### config.mk
export PLATFORM = sky130hd
export DESIGN_NAME = csa_mul_seq_flat
export DESIGN_NICKNAME = d
export VERILOG_FILES = /design/src/rtl/csa_mul_seq_if.sv /design/src/rtl/csa_mul_seq.sv /design/src/flat_wrapper.sv
export SDC_FILE = /design/constraint.sdc
export NUM_CORES = 1
export LEC_CHECK = 0
export CAP_MARGIN = 30
export CORE_ASPECT_RATIO = 1.25
export CORE_MARGIN = 2
export CORE_UTILIZATION = 41
export CTS_CLUSTER_SIZE = 40
export DETAILED_ROUTE_END_ITERATION = 6
export PLACE_DENSITY = 0.76
export SLEW_MARGIN = 5
export SYNTH_ARGS = -nofsm -noshare
export SYNTH_HDL_FRONTEND = slang
export SYNTH_SLANG_ARGS = --single-unit
export TNS_END_PERCENT = 5
### constraint.sdc
create_clock -name clk -period 6.87 [get_ports clk]
set_clock_uncertainty 0.15 [all_clocks]
set_input_delay 1.374 -clock clk [delete_from_list [all_inputs] [get_ports clk]]
set_output_delay 1.374 -clock clk [all_outputs]
set_load 0.005 [all_outputs]
### src/rtl/csa_mul_seq_if.sv
// csa_mul_seq_if: operand/result handshake bundle for the carry-save sequential multiplier
interface csa_mul_seq_if #(
    parameter int WIDTH = 8
) ();
    logic               in_valid;
    logic               in_ready;
    logic [WIDTH-1:0]   a;
    logic [WIDTH-1:0]   b;
    logic               out_valid;
    logic               out_ready;
    logic [2*WIDTH-1:0] row_s;
    logic [2*WIDTH-1:0] row_c;

    modport master (
        output in_valid, a, b, out_ready,
        input  in_ready, out_valid, row_s, row_c
    );

    modport slave (
        input  in_valid, a, b, out_ready,
        output in_ready, out_valid, row_s, row_c
    );
endinterface

### src/rtl/csa_mul_seq.sv
// csa_mul_seq: one partial product per cycle accumulated in carry-save form;
// the final carry-propagate add is left to the downstream adder.
module csa_mul_seq #(
    parameter int WIDTH = 8
) (
    input  logic         clk,
    input  logic         rst_n,
    csa_mul_seq_if.slave bus
);
    localparam int IW = $clog2(WIDTH) + 1;
    localparam int PW = 2 * WIDTH;

    typedef enum logic [1:0] {IDLE, ACCUM, DONE} state_t;

    state_t           r_state, w_next;
    logic [WIDTH-1:0] r_a, r_b;
    logic [PW-1:0]    r_s, r_c, w_pp;
    logic [IW-1:0]    r_i;
    logic             w_last;

    assign w_last = r_i == IW'(WIDTH - 1);
    assign w_pp   = r_b[r_i[IW-2:0]] ? ({{WIDTH{1'b0}}, r_a} << r_i) : '0;

    assign bus.in_ready  = r_state == IDLE;
    assign bus.out_valid = r_state == DONE;
    assign bus.row_s     = r_s;
    assign bus.row_c     = r_c;

    always_comb begin
        w_next = r_state;
        case (r_state)
            IDLE:    w_next = bus.in_valid ? ACCUM : IDLE;
            ACCUM:   w_next = w_last ? DONE : ACCUM;
            DONE:    w_next = bus.out_ready ? IDLE : DONE;
            default: w_next = IDLE;
        endcase
    end

    always_ff @(posedge clk) begin
        if (!rst_n) begin
            r_state <= IDLE;
            r_a     <= '0;
            r_b     <= '0;
            r_s     <= '0;
            r_c     <= '0;
            r_i     <= '0;
        end else begin
            r_state <= w_next;
            if (r_state == IDLE && bus.in_valid) begin
                r_a <= bus.a;
                r_b <= bus.b;
                r_s <= '0;
                r_c <= '0;
                r_i <= '0;
            end else if (r_state == ACCUM) begin
                // 3:2 compression of the running rows with this step's partial product
                r_s <= r_s ^ r_c ^ w_pp;
                r_c <= ((r_s & r_c) | (r_s & w_pp) | (r_c & w_pp)) << 1;
                r_i <= r_i + IW'(1);
            end
        end
    end
endmodule

### src/flat_wrapper.sv
// flat-port wrapper written by rule: the top's interface ports become plain ports
module csa_mul_seq_flat 
#(
    parameter int WIDTH = 8
)
  (clk, rst_n, bus_in_valid, bus_a, bus_b, bus_out_ready, bus_in_ready, bus_out_valid, bus_row_s, bus_row_c);
  csa_mul_seq_if #(.WIDTH(WIDTH)) bus_i ();
  input  logic clk;
  input  logic rst_n;
  input wire logic [$bits(bus_i.in_valid)-1:0] bus_in_valid;
  input wire logic [$bits(bus_i.a)-1:0] bus_a;
  input wire logic [$bits(bus_i.b)-1:0] bus_b;
  input wire logic [$bits(bus_i.out_ready)-1:0] bus_out_ready;
  output wire logic [$bits(bus_i.in_ready)-1:0] bus_in_ready;
  output wire logic [$bits(bus_i.out_valid)-1:0] bus_out_valid;
  output wire logic [$bits(bus_i.row_s)-1:0] bus_row_s;
  output wire logic [$bits(bus_i.row_c)-1:0] bus_row_c;
  assign bus_i.in_valid = bus_in_valid;
  assign bus_i.a = bus_a;
  assign bus_i.b = bus_b;
  assign bus_i.out_ready = bus_out_ready;
  assign bus_in_ready = bus_i.in_ready;
  assign bus_out_valid = bus_i.out_valid;
  assign bus_row_s = bus_i.row_s;
  assign bus_row_c = bus_i.row_c;
  csa_mul_seq #(.WIDTH(WIDTH)) u_core (.clk(clk), .rst_n(rst_n), .bus(bus_i));
endmodule
## Word-level counts from Yosys, hierarchy flattened

Cells that the tools add are included.

| word-level totals | value |
|---|---|
| flip-flop bits (word level) | 53 |
| input port bits | 20 |
| output and inout port bits | 34 |
| logic and storage cells | 30 |

| cells by class | value |
|---|---|
| order comparisons | 1 |
| add/sub/neg operators | 1 |
| mux-type cells | 7 |
| bitwise operators | 8 |
| shift-type cells | 1 |
| eq/ne operators | 3 |
| reductions and logical operators | 3 |

Operators by type and width:

| operator | count |
|---|---|
| $and 15x15->15 | 3 |
| $xor 16x16->16 | 2 |
| $or 15x15->15 | 2 |
| $mux 16 | 1 |
| $shl 8x4->16 | 1 |
| $pmux 2 s3 | 1 |
| $add 4x1->4 const B | 1 |
| $eq 4x3->1 const B | 1 |
| $lt 3x4->1 const B | 1 |
| $mux 2 | 2 |
| $bmux 1 s3 | 1 |
| $eq 2x1->1 const B | 1 |
| $eq 2x2->1 const B | 1 |
| $logic_not 2->1 | 1 |
| $mux 1 | 2 |
| $reduce_or 2->1 | 1 |
| $logic_and 1x1->1 | 1 |
| $not 1->1 | 1 |

## Longest topological paths before layout

| depth | value |
|---|---|
| depth after elaboration | 6 |
| depth in mapped cells | 9 |
| depth with buffers taken out | 8 |

## Worst setup path before layout

Ideal clock, no wire load.

| timing path | value |
|---|---|
| kind | input to register |
| start | input bus_in_valid |
| end | register u_core.r_s[10], in the netlist u_core.bus.row_s[10] |
| library setup time | 0.134 ns |
| slack | 4.049 ns |
| cell stages on the path | 5 |
| arrival time | 2.537 ns |
| path through | or3b_2 -> clkbuf_1 -> nand2_1 -> clkbuf_1 -> a211oi_1 |

| between the ends | value |
|---|---|
| longest elaborated chain between the ends | 2 |

RTL lines:

| item | line | source |
|---|---|---|
| from (decl) | flat_wrapper.sv:10 | `input wire logic [$bits(bus_i.in_valid)-1:0] bus_in_valid;` |
| $logic_and 1x1->1 | csa_mul_seq.sv:49 | `if (r_state == IDLE && bus.in_valid) begin` |
| $reduce_or 2->1 (no source line) | - |  |
| to (signal assigned) | csa_mul_seq.sv:57 | `r_s <= r_s ^ r_c ^ w_pp;` |
| to (decl) | csa_mul_seq.sv:17 | `logic [PW-1:0] r_s, r_c, w_pp;` |

Every way passes these cells.
A chain may end at the register's enable or synchronous reset.

## Final worst setup path

| timing path | value |
|---|---|
| start | input bus_in_valid |
| end | register u_core.r_s[15], in the netlist u_core.bus.row_s[15] |

Same word-level chain as after synthesis.

==> summary.txt <==
Layout
  • Fillers: 625
  • Finished Cell Area: 3580 µm²
  • Commonest non-fill, non-tap cell in the layout: nand2_1
  • Ant. Diodes: 0
  • Fin util: 51.6%
  • Fin nets: 415
  • Synth-to-layout area growth: 23.0%
  • Most frequent cells in the layout: 55 x nand2_1, 53 x dfxtp_1, 52 x clkdlybuf4s50_1
  • Non-filler instance count after layout: 470
  • Share of cells above drive strength 1: 4.47%

Worst setup path
  • CP top delay family: simple AND/OR/NAND/NOR gates
  • Crit path depth: 7
  • Worst r2r path cells: 7
  • CP Max Fanout: 37
  • Worst setup path category: primary input to register
  • Critical-path cell list: clkdlybuf4s50_1 -> or3b_2 -> nand2_1 -> buf_4 -> nor2_1 -> a32oi_1 -> nand3_1
  • Slowest cell on crit path: or3b_2
  • CP endpoint kind: register
  • CP Launch Type: primary input
  • Crit-path max cell delay: 0.63 ns
  • Critical Path RT: 6.91 ns
  • Crit path DAT: 3.31 ns
  • CP bufs+invs: 2

Routing
  • Wire per inst: 12.5 µm
  • DRC: 0
  • Detail Route Antenna Nets: 0
  • Vias per inst: 5.11
  • DR vias: 2401
  • Drt initial violations: 123
  • DRT Pass-1 Iters: 4
  • Drt total wl: 5860 µm

Synthesis
  • Ys flop type: dfxtp_1
  • Post-synth EDFFs: 0
  • Post-Syn Area per Cell: 8.50 µm²
  • Synthesized area: 2910 µm²
  • Register bit total from synthesis: 53
  • Yosys Warn Count: 0
  • Sequential area share after synthesis: 36.5%
  • Cell count after synthesis: 342
  • Synth Net Count: 378
  • Ys async rst share: 0%
  • Number of library cell types mapped by synthesis: 43

Power
  • VDD IR max: 78.5 µV
  • Power share of the clock group: 32.5%
  • Cell Pwr Density: 187 nW/µm²
  • Switching power: 171 µW
  • Switching share of total power: 25.6%
  • Comb pwr share: 16.8%
  • Leakage: 1.14 nW
  • P_int: 499 µW
  • Sequential fraction of design power: 50.7%

Placement
  • Post-DP HPWL: 4340 µm
  • Area post-placement: 3460 µm²
  • Gpl congestion: 0.880
  • Placed cell count: 462
  • # port buffers: 52

Clocking
  • Resized Gates After CTS: 0
  • Total CTS buffers: 5
  • H-tree depth: 2
  • Post-CTS Setup Bufs: 0
  • Clk buf depth: 2
  • CTS tree: built
  • Clock latency on the worst-skew pair: 0.30 ns
  • Clock transition at the registers of the reported paths: 0.09 ns
  • Clock Sinks: 53
  • CTS root buf: clkbuf_8
  • Post-CTS Hold Buffers: 0

Floorplan
  • Cell row count: 34
  • Die X: 79.3 µm
  • Die height: 98.2 µm
  • Placeable Area: 6930 µm²
  • I/O Pins: 54
  • Die ar.: 7790 µm²
  • Initial Util: 41.9%

Timing
  • Final setup vio count: 0
  • Worst-Margin Slew: 0.871 ns
  • Fin crit share: 47.6%
  • Highest Clock Rate: 306 MHz
  • Slew HR: 41.9%
  • Fin. max-slew vios: 0
  • RSZ-0062 raised after global routing: false
  • Period minus WS final: 3.27 ns
  • Hold Fails Final Rpt: 0
  • Setup TNS: 0 ns

Global route
  • First-pass GRT wire length: 10200 µm
  • Gr usage total: 16.1%
  • Global route overflow: 0
  • Largest net degree at the start of global routing: 66
  • Vias in the first global route: 2228
  • Initial antenna violation count: 0

Worst hold path
  • HP Class: register to register
  • Hold Path Stages: 2

Flow run
  • Max-cap violations: 0

Run status
  • Status: completed
-- power groups by stage --
stage	clock network (mW)	registers [mW]	logic, mW
detailed placement	0	0.347	0.113
global route	0.238	0.343	0.128
finish	0.218	0.340	0.113
global placement	0	0.346	0.110
CTS	0.227	0.340	0.114
floorplan	0	0.343	0.0716
-- kinds of logic (layout without fill, tap and decap cells) --
group,count (synthesis),in the layout,share of synthesized area [%]
DFF,53,53,36.5
xor gates and xnor gates,2,2,0.603
adders and majority gates,16,16,10.5
muxes,20,20,7.79
AOI/OAI and AO/OA,72,72,18.1
buffers and inverters,54,92,7.53
other,1,1,0.129
and+or+nand+nor,124,124,18.8
-- sequential cells by signal, indices dropped and copies added, names as in the netlist --
register,count
u_core.r_i,4
u_core.r_b,8
u_core.bus.row_c,15
u_core.r_a,8
u_core.r_state,2
u_core.bus.row_s,16
-- cell usage after synthesis (all sizes together), types with 3 or more instances --
cell	number	area share, %
nand2	55	7.1
dfxtp	53	36
nor2	38	4.9
a211oi	29	7.5
inv	29	3.7
a21boi	16	4.1
clkbuf	16	2.1
fa	14	9.6
mux2i	14	4.8
a21oi	8	1.4
buf	8	1.6
nor2b	7	1.5
nand2b	6	1.3
mux2	5	2.2
nand3	5	0.86
nand3b	4	1.0
o22a	4	1.2
a32oi	3	0.90
and2	3	0.65
-- routing by layer --
| layer | track usage (%) | wire (µm) | vias to the layer above |
|---|---|---|---|
| met5 | 0 | 0 | - |
| met4 | 4.91 | 75 | 0 |
| met3 | 2.77 | 272 | 8 |
| met2 | 26.5 | 2840 | 70 |
| met1 | 21.4 | 2670 | 1111 |
| li1 | - | - | 1212 |
-- per-stage QoR --
step / power, mW / hold WS, ns / setup slack (ns)
after floorplan: 0.414 / 0.293 / 4.05
after global placement: 0.456 / 0.308 / 3.32
after detailed placement: 0.461 / 0.309 / 3.27
after CTS: 0.681 / 0.322 / 3.59
after global routing: 0.709 / 0.350 / 3.35
final: 0.670 / 0.318 / 3.60
-- worst paths after layout --
path | startpoint | endpoint | slack (ns)
worst min-delay path | u_core.r_b[3]$_SDFFE_PN0N_ | u_core.r_b[3]$_SDFFE_PN0N_ | 0.32
worst max-delay path | bus_in_valid | u_core.bus.row_s[15]$_SDFFE_PP0P_ | 3.60
worst min register to register | u_core.r_b[3]$_SDFFE_PN0N_ | u_core.r_b[3]$_SDFFE_PN0N_ | 0.32
worst max register to register | u_core.r_i[0]$_SDFFE_PP0P_ | u_core.bus.row_s[1]$_SDFFE_PP0P_ | 3.63
-- worst reg2reg max path, stage by stage (launching register included) --
cell and delay [ns]:
dfxtp_1 0.83, clkinv_1 0.46, a32oi_1 0.32, and2_1 0.26, and2b_1 0.29, nand3b_1 0.16, fa_1 0.46, a211oi_1 0.22
-- layout make-up --
class,instances,area (µm²),share of cell area [%]
inverters,30,113,3.15
clock buffers,6,82.6,2.31
flip-flops and latches,53,1060,29.7
multi-input cells,235,1640,45.7
well taps,90,113,3.15
clock inverters,2,37.5,1.05
repair buffers,54,536,15.0
(Power assumes the default switching activity.)
